==> config.mk <==
export PLATFORM = sky130hd
export DESIGN_NAME = pep_ks_body_ram
export DESIGN_NICKNAME = d
export VERILOG_FILES = /design/src/rtl/pep_ks_body_ram.sv
export SDC_FILE = /design/constraint.sdc
export NUM_CORES = 2
export LEC_CHECK = 0
export BUFFER_PORTS_ARGS = -buffer_cell sky130_fd_sc_hd__buf_4
export CORE_ASPECT_RATIO = 1.4
export CORE_MARGIN = 4
export CORE_UTILIZATION = 50
export DETAILED_ROUTE_END_ITERATION = 10
export PLACE_DENSITY = 0.76
export SLEW_MARGIN = 20
export SYNTH_ARGS = -nofsm -noshare
export SYNTH_HDL_FRONTEND = slang
export SYNTH_SLANG_ARGS = --single-unit
==> constraint.sdc <==
create_clock -name clk -period 4.7 [get_ports clk]
set_input_delay 0.235 -clock clk [delete_from_list [all_inputs] [get_ports clk]]
set_output_delay 0.235 -clock clk [all_outputs]
set_load 0.005 [all_outputs]
==> src/rtl/pep_ks_body_ram.sv <==
// Double-buffered LWE body store between the key switch and the mod-switch side.
// Bodies are captured by (parity, pid) and read back once, optionally mean-corrected.
module pep_ks_body_ram #(
    parameter int PID_W          = 5,
    parameter int MOD_KSK_W      = 21,
    parameter int KS_MAX_ERROR_W = 8
) (
    input  logic                      clk,
    input  logic                      a_rst_n,
    input  logic                      ks_boram_wr_en,
    input  logic [MOD_KSK_W-1:0]      ks_boram_data,
    input  logic [PID_W-1:0]          ks_boram_pid,
    input  logic                      ks_boram_parity,
    input  logic                      ks_boram_corr_wr_en,
    input  logic [KS_MAX_ERROR_W-1:0] ks_boram_corr_data,
    input  logic [PID_W-1:0]          ks_boram_corr_pid,
    input  logic                      boram_rd_en,
    input  logic [PID_W-1:0]          boram_rd_pid,
    input  logic                      boram_rd_parity,
    output logic [MOD_KSK_W-1:0]      boram_rd_data,
    output logic                      boram_rd_data_vld,
    output logic [PID_W-1:0]          boram_rd_pid_out,
    input  logic                      mod_switch_mean_comp,
    input  logic                      reset_cache,
    output logic [2:0]                boram_error
);

    localparam int NSLOT = 2 ** PID_W;
    localparam int EXT_W = MOD_KSK_W - KS_MAX_ERROR_W;

    // Payload memories carry no reset; only the valid bits do.
    logic [MOD_KSK_W-1:0]      body_mem [2][NSLOT];
    logic [KS_MAX_ERROR_W-1:0] corr_mem [NSLOT];

    logic [1:0][NSLOT-1:0] body_vld_q, body_vld_d;
    logic [NSLOT-1:0]      corr_vld_q, corr_vld_d;

    logic wr_ok;
    logic corr_wr_ok;

    // Read stage 1: slot snapshot taken at the edge that accepts the request.
    logic                      s1_vld_q;
    logic [PID_W-1:0]          s1_pid_q;
    logic                      s1_comp_q;
    logic                      s1_body_vld_q;
    logic                      s1_corr_vld_q;
    logic [MOD_KSK_W-1:0]      s1_body_q;
    logic [KS_MAX_ERROR_W-1:0] s1_corr_q;

    // Read stage 2: output registers.
    logic [MOD_KSK_W-1:0] rd_data_q, rd_data_d;
    logic                 rd_vld_q;
    logic [PID_W-1:0]     rd_pid_q;
    logic [2:0]           err_q, err_d;

    logic [MOD_KSK_W-1:0] corr_ext;
    logic [MOD_KSK_W-1:0] corr_sum;

    assign wr_ok      = ks_boram_wr_en & ~reset_cache;
    assign corr_wr_ok = ks_boram_corr_wr_en & ~reset_cache;

    always_ff @(posedge clk) begin
        if (wr_ok) begin
            body_mem[ks_boram_parity][ks_boram_pid] <= ks_boram_data;
        end
        if (corr_wr_ok) begin
            corr_mem[ks_boram_corr_pid] <= ks_boram_corr_data;
        end
        s1_body_q <= body_mem[boram_rd_parity][boram_rd_pid];
        s1_corr_q <= corr_mem[boram_rd_pid];
    end

    // A read clears its slot, a same-cycle write sets it again: set wins.
    always_comb begin
        body_vld_d = body_vld_q;
        corr_vld_d = corr_vld_q;
        if (reset_cache) begin
            body_vld_d = '0;
            corr_vld_d = '0;
        end else begin
            if (boram_rd_en) begin
                body_vld_d[boram_rd_parity][boram_rd_pid] = 1'b0;
                if (mod_switch_mean_comp) begin
                    corr_vld_d[boram_rd_pid] = 1'b0;
                end
            end
            if (ks_boram_wr_en) begin
                body_vld_d[ks_boram_parity][ks_boram_pid] = 1'b1;
            end
            if (ks_boram_corr_wr_en) begin
                corr_vld_d[ks_boram_corr_pid] = 1'b1;
            end
        end
    end

    always_ff @(posedge clk or negedge a_rst_n) begin
        if (!a_rst_n) begin
            body_vld_q    <= '0;
            corr_vld_q    <= '0;
            s1_vld_q      <= 1'b0;
            s1_pid_q      <= '0;
            s1_comp_q     <= 1'b0;
            s1_body_vld_q <= 1'b0;
            s1_corr_vld_q <= 1'b0;
        end else begin
            body_vld_q    <= body_vld_d;
            corr_vld_q    <= corr_vld_d;
            s1_vld_q      <= boram_rd_en;
            s1_pid_q      <= boram_rd_pid;
            s1_comp_q     <= mod_switch_mean_comp;
            s1_body_vld_q <= body_vld_q[boram_rd_parity][boram_rd_pid];
            s1_corr_vld_q <= corr_vld_q[boram_rd_pid];
        end
    end

    // Missing correction counts as zero; the sum wraps modulo 2**MOD_KSK_W.
    assign corr_ext = s1_corr_vld_q ? {{EXT_W{s1_corr_q[KS_MAX_ERROR_W-1]}}, s1_corr_q} : '0;
    assign corr_sum = s1_body_q + corr_ext;

    always_comb begin
        rd_data_d = '0;
        if (s1_vld_q && s1_body_vld_q) begin
            rd_data_d = s1_comp_q ? corr_sum : s1_body_q;
        end
        err_d[0] = wr_ok & body_vld_q[ks_boram_parity][ks_boram_pid];
        err_d[1] = s1_vld_q & ~s1_body_vld_q;
        err_d[2] = s1_vld_q & s1_comp_q & ~s1_corr_vld_q;
    end

    // Request/response: no backpressure; every boram_rd_en cycle yields exactly
    // one boram_rd_data_vld pulse two edges later, in request order.
    always_ff @(posedge clk or negedge a_rst_n) begin
        if (!a_rst_n) begin
            rd_data_q <= '0;
            rd_vld_q  <= 1'b0;
            rd_pid_q  <= '0;
            err_q     <= '0;
        end else begin
            rd_data_q <= rd_data_d;
            rd_vld_q  <= s1_vld_q;
            rd_pid_q  <= s1_pid_q;
            err_q     <= err_d;
        end
    end

    assign boram_rd_data     = rd_data_q;
    assign boram_rd_data_vld = rd_vld_q;
    assign boram_rd_pid_out  = rd_pid_q;
    assign boram_error       = err_q;

endmodule

* Word-level counts from Yosys, hierarchy flattened
Memory sizes are Yosys's and may differ from the RTL's. A register that Yosys moved wholly into a read port is not among the register bits.
Index checks and enable logic that the tools add are counted.
** Cells by class
- $add $sub $neg :: 1
- $lt $le $gt $ge :: 13
- Bitwise logic cells :: 17
- Reduce and logical (&&, ||, !) cells :: 7
- Multiplexer cells :: 41
** Operators with widths (count)
- $mux W672 :: 1
- $mux W32 :: 11
- $mux W64 :: 4
- $mux W21 :: 6
- $bmux W21 S5 :: 1
- $demux W21 S5 :: 1
- $and A64 B64 Y64 :: 1
- $demux W32 S1 :: 2
- $not A64 Y64 :: 1
- $or A64 B64 Y64 :: 1
- $and A32 B32 Y32 :: 1
- $not A32 Y32 :: 1
- $or A32 B32 Y32 :: 1
- $add A21 B21 Y21 :: 1
- $lt A5 B6 Y1 const B :: 3
- $bmux W1 S5 :: 3
- $demux W1 S5 :: 3
- $ge A5 B1 Y1 const B :: 3
- $ge A6 B6 Y1 const B :: 2
- $not A5 Y6 :: 2
- $mux W1 :: 9
- $logic_and A1 B1 Y1 :: 7
- $and A1 B1 Y1 :: 6
- $lt A6 B1 Y1 const B :: 1
- other kinds (3) :: 7
** Storage, ports and cells
- Memories kept :: 2
- Output and inout bits :: 30
- Input port bits :: 53
- Logic and storage cells :: 94
- Bits in writable memories :: 1600
- Register bits :: 156
** Memory list
- body_mem :: words 2, width 672, rd ports 1, clocked after Yosys merged registers in 0, write ports 1, line 32 : logic [MOD_KSK_W-1:0] body_mem [2][NSLOT];
- corr_mem :: words 32, width 8, rd ports 1, clocked after Yosys merged registers in 1, write ports 1, line 33 : logic [KS_MAX_ERROR_W-1:0] corr_mem [NSLOT];

* Longest topological paths before layout
- Depth in word-level cells :: 13
- Gate-level depth with buffers :: 11
- Mapped depth without buffers :: 10

* Least setup slack after synthesis
No wires, ideal clock.
- Path type :: register to register
- From :: register s1_corr_vld_q
- To :: register rd_data_q[20], in the netlist boram_rd_data[20]
- Buffers on the path :: 1
- Path slack :: 1995 ps
- Cell stages (with the launch flop) :: 12
- Clock period less this slack :: 2705 ps
- Arrival time :: 2570 ps
- Required time :: 4564 ps
- Library setup time :: 136 ps
- Cells stage by stage :: dfrtp_1 > clkbuf_1 > and2_1 > ha_1 > inv_1 > fa_1 > nand2b_1 > a211oi_1 > nor3_2 > nor4b_1 > o21a_1 > nor3_1
** Between the ends
- Cells in the longest elaborated chain, start to end :: 4
** RTL lines
- start: declaration :: line 46 : logic s1_corr_vld_q;
- start signal: assignment :: line 112 : s1_corr_vld_q <= corr_vld_q[boram_rd_pid];
- $mux W21 :: line 117 : assign corr_ext = s1_corr_vld_q ? {{EXT_W{s1_corr_q[KS_MAX_ERROR_W-1]}}, s1_corr_q} : '0;
- $add A21 B21 Y21 :: line 118 : assign corr_sum = s1_body_q + corr_ext;
- $mux W21 :: line 123 : rd_data_d = s1_comp_q ? corr_sum : s1_body_q;
- $mux W21 :: line 122 : if (s1_vld_q && s1_body_vld_q) begin
- via rd_data_d[20] :: line 51 : logic [MOD_KSK_W-1:0] rd_data_q, rd_data_d;
- end signal: assignment :: line 139 : rd_data_q <= rd_data_d;
- end: declaration :: line 51
The timed path passes the listed nets, and every way through them passes these cells.

* Final worst setup path
Same ends and word-level chain as after synthesis.

==> parameters.txt <==
Parameter                              Value

Floorplanning
  Horizontal die dimension ... between 300 and 400 um
  Starting density of the core ... 0.503
  Floorplan core area ... 137000 um2
  Row cnt ... 161
  IO Count ... 83
  DIE AREA ... 144000 um2
  Die H ... 448 um

STA
  Largest clock skew in the final design ... 32.7 ps
  Setup TNS after final layout ... 0 ps
  Share of the cycle needed by the critical path after routing ... 0.691
  Count of endpoints failing setup in the final report ... 0
  Achievable frequency ... around 300 MHz
  Final Hold Vio Count ... 1
  Max Transition Viols Final ... 0
  Max-slew headroom at the worst pin ... 0.236
  Final Hold Slack ... -3.49 ps
  Setup repair after global routing missed its margin ... false
  Final critical delay including setup and external delays ... 3250 ps
  Slew @ Worst Pin ... 1140 ps

Synthesis
  Post-synthesis cell count ... ~3300
  Yosys warning count ... 0
  Number of flip-flops and latches in the synthesized netlist ... 1764
  Number of enable flip-flop cells after synthesis ... 1600
  Main synth FF type ... sky130_fd_sc_hd__edfxtp_1
  Sequential share of the synthesized area ... 0.752
  Average cell area after synthesis ... 20.8 um2
  Synth async-reset ratio ... 0.0765
  Post-synthesis instance area ... 69100 um2
  Count of unique library cells instantiated by Yosys ... 60
  Cell taking the most area after synthesis ... sky130_fd_sc_hd__edfxtp_1
  Largest cells by area after synthesis ... sky130_fd_sc_hd__edfxtp_1 70%, sky130_fd_sc_hd__mux4_2 14%, sky130_fd_sc_hd__dfrtp_1 4.9%
  Synthesized netlist net count ... 3381
  Yosys top cell area share ... 0.695

Critical path
  Worst path bufs/invs ... 1
  Worst-case reg-to-reg path depth ... 10
  Crit path DAT ... 3920 ps
  Worst-path fanout max ... 14
  Reg-to-reg setup timing slack ... 1450 ps
  Cell with the largest stage delay on the worst path ... sky130_fd_sc_hd__dfrtp_1
  Critical Path Sink Type ... flop
  Delay of the slowest cell on the worst path ... 600 ps
  Worst-path cell chain ... and2_1, ha_1, inv_1, fa_1, nand2b_1, a211oi_1, nor3_2, nor4b_1, nor3_1, nor3_1
  CP dominant cell by count ... sky130_fd_sc_hd__nor3_1
  Top Family by Delay on Critical Path ... simple AND/OR/NAND/NOR gates
  Worst Path Required ... 5370 ps
  Worst Path Class, Setup ... reg -> reg
  Depth of the critical timing path with buffers and inverters included ... 10
  CP startpoint kind ... flop

Clock network
  CTS tree ... yes
  CTS clock-pin slew for the worst setup and hold paths ... 60 ps
  Clock Tree Root ... sky130_fd_sc_hd__clkbuf_16
  Clock insertion delay at the later pin of the skew report ... 790 ps
  Number of CTS-inserted buffers ... 154
  Number of clock sinks seen by CTS ... around 1800
  Largest buffer count on any clock path ... 3
  Number of H-tree branching levels ... 4

Placed design
  Area of placed instances ... 72300 um2
  Final HPWL from detailed placement ... 105000 um
  Final weighted congestion in routability-driven placement ... 0.881
  Count of input and output buffers ... 82

Detailed routing
  DRC viols ... 0
  Residual antenna-violating net count after detailed routing ... 0
  First-pass iteration count of the detailed router ... 6
  Overall via count from detail_route ... 35800
  WL final ... between 150000 and 200000 um
  Number of DRC markers after the initial detailed-route iteration ... 5573
  Vias per Instance ... 6.60
  Routed wire length per instance ... around 33 um

GRT
  Global-route total usage across every layer ... 0.253
  Gr ovfl total ... 0
  Antenna violations before repair ... 12
  Largest net degree at the start of global routing ... 107
  First-pass GRT wire length ... 260000 um
  Number of global-route vias before repair ... 36200

Cells and area
  Flip-flop and latch area ... 52000 um2
  Fill cell instance count of the final layout ... 9700
  Area growth from synthesis to final layout ... 12.7%
  Multi-input gate area in the final layout ... 16400 um2
  Top library cells by usage in the layout, fill and taps aside ... 1600 x sky130_fd_sc_hd__edfxtp_1, 440 x sky130_fd_sc_hd__mux4_2, 193 x sky130_fd_sc_hd__mux2i_1, 171 x sky130_fd_sc_hd__buf_4, 158 x sky130_fd_sc_hd__clkbuf_16
  Summed area of non-filler cells in the final layout ... 77900 um2
  Share of post-route cells with drive strength above 1 ... 0.279
  Net count of the finished layout ... 3559
  Most common cell after layout, fill and taps aside ... sky130_fd_sc_hd__edfxtp_1

Power and ir drop
  Leak ... roughly 25 nW
  Total power consumption of the routed design ... 32.1 mW
  Worst ir drop on vdd ... 0.337 mV
  Cell Pwr Density ... 412 nW/um2

Status
  Status ... finished, violations left
  Failing checks ... negative hold slack

Min path
  Worst hold-check path type ... in -> reg
  Depth of the worst hold-timing path ... 1

Flow run
  Maximum capacitance violations ... 0
==> sequential cells by signal, indices dropped and copies added, names as in the netlist, 3 cells and up <==
signal and cells:
corr_vld_q 32, s1_body_q 21, corr_mem 256, body_vld_q 64
s1_pid_q 5, boram_rd_pid_out 5, s1_corr_q 8, body_mem 1344
boram_error 3, boram_rd_data 21
==> through the flow <==
step            util  instances  setup slack, ps
6_report       0.567       5424             1450
2_1_floorplan      -       3320             1990
3_5_place_dp   0.526       5101             1230
5_1_grt        0.567       5421             1180
4_1_cts        0.567       5414             1570
3_3_place_gp   0.526       5101             1260
==> routing by layer <==
layer  wire [um]  vias up  global-route usage
met3       19600      454              0.0561
met5           0        -                   0
li1            -    14200                   -
met4       10600        0               0.132
met2       88800     2398               0.409
met1       61700    18700               0.323
==> cell type report <==
| class | count | share of cell area |
|---|---|---|
| Antenna cell | 10 | 0.000321 |
| Clock buffer | 192 | 0.0532 |
| Clock inverter | 87 | 0.0138 |
| Inverter | 7 | 0.000337 |
| Multi-Input combinational cell | 1346 | 0.210 |
| Sequential cell | 1764 | 0.667 |
| Tap cell | 1793 | 0.0288 |
| Timing Repair Buffer | 225 | 0.0257 |
==> synth_stat cells (29+ instances only) <==
cell	count
sky130_fd_sc_hd__o22ai_1	92
sky130_fd_sc_hd__mux2i_1	193
sky130_fd_sc_hd__a31o_2	59
sky130_fd_sc_hd__buf_2	39
sky130_fd_sc_hd__o21ai_0	48
sky130_fd_sc_hd__nor2_1	135
sky130_fd_sc_hd__dfxtp_1	29
sky130_fd_sc_hd__edfxtp_1	1600
sky130_fd_sc_hd__a22oi_1	37
sky130_fd_sc_hd__clkbuf_1	98
sky130_fd_sc_hd__mux4_2	440
sky130_fd_sc_hd__o211ai_1	46
sky130_fd_sc_hd__dfrtp_1	135
sky130_fd_sc_hd__buf_1	38
sky130_fd_sc_hd__nand2_1	78
==> power breakdown <==
part | internal, mW | leakage, nW | switching, mW
logic | 0.598 | 6.32 | 1.04
clock network | 7.41 | 2.52 | 5.70
registers | 17.2 | 16.5 | 0.141
==> kinds of logic (layout without fill, tap and decap cells) <==
family | Yosys count | count (layout) | synth area share
flops | 1764 | 1764 | 0.752
compound gates | 314 | 314 | 0.0315
fa+ha+maj | 8 | 8 | 0.00156
other cells | 0 | 10 | 0
simple gates | 382 | 382 | 0.0277
xor+xnor | 9 | 9 | 0.00114
mux | 633 | 633 | 0.171
buf+inv | 210 | 511 | 0.0144
==> path summary, 6_finish.rpt <==
check | start | end
hold / removal | ks_boram_data[7] | body_mem[0][322]$_DFFE_PP_
min in group asynchronous | a_rst_n | boram_rd_pid_out[3]$_DFF_PN0_
hold reg to reg | s1_pid_q[2]$_DFF_PN0_ | boram_rd_pid_out[2]$_DFF_PN0_
max in group asynchronous | a_rst_n | body_vld_q[53]$_DFF_PN0_
setup / recovery | s1_corr_vld_q$_DFF_PN0_ | boram_rd_data[20]$_DFF_PN0_
setup reg to reg | s1_corr_vld_q$_DFF_PN0_ | boram_rd_data[20]$_DFF_PN0_
==> timing repair <==
action                                 CTS  global route
gates resized for setup                  0             0
buffers inserted                         0             0
hold buffers                            34             0
endpoints found under the hold margin  526             0
No activity file was read; power rests on OpenSTA's default activity.
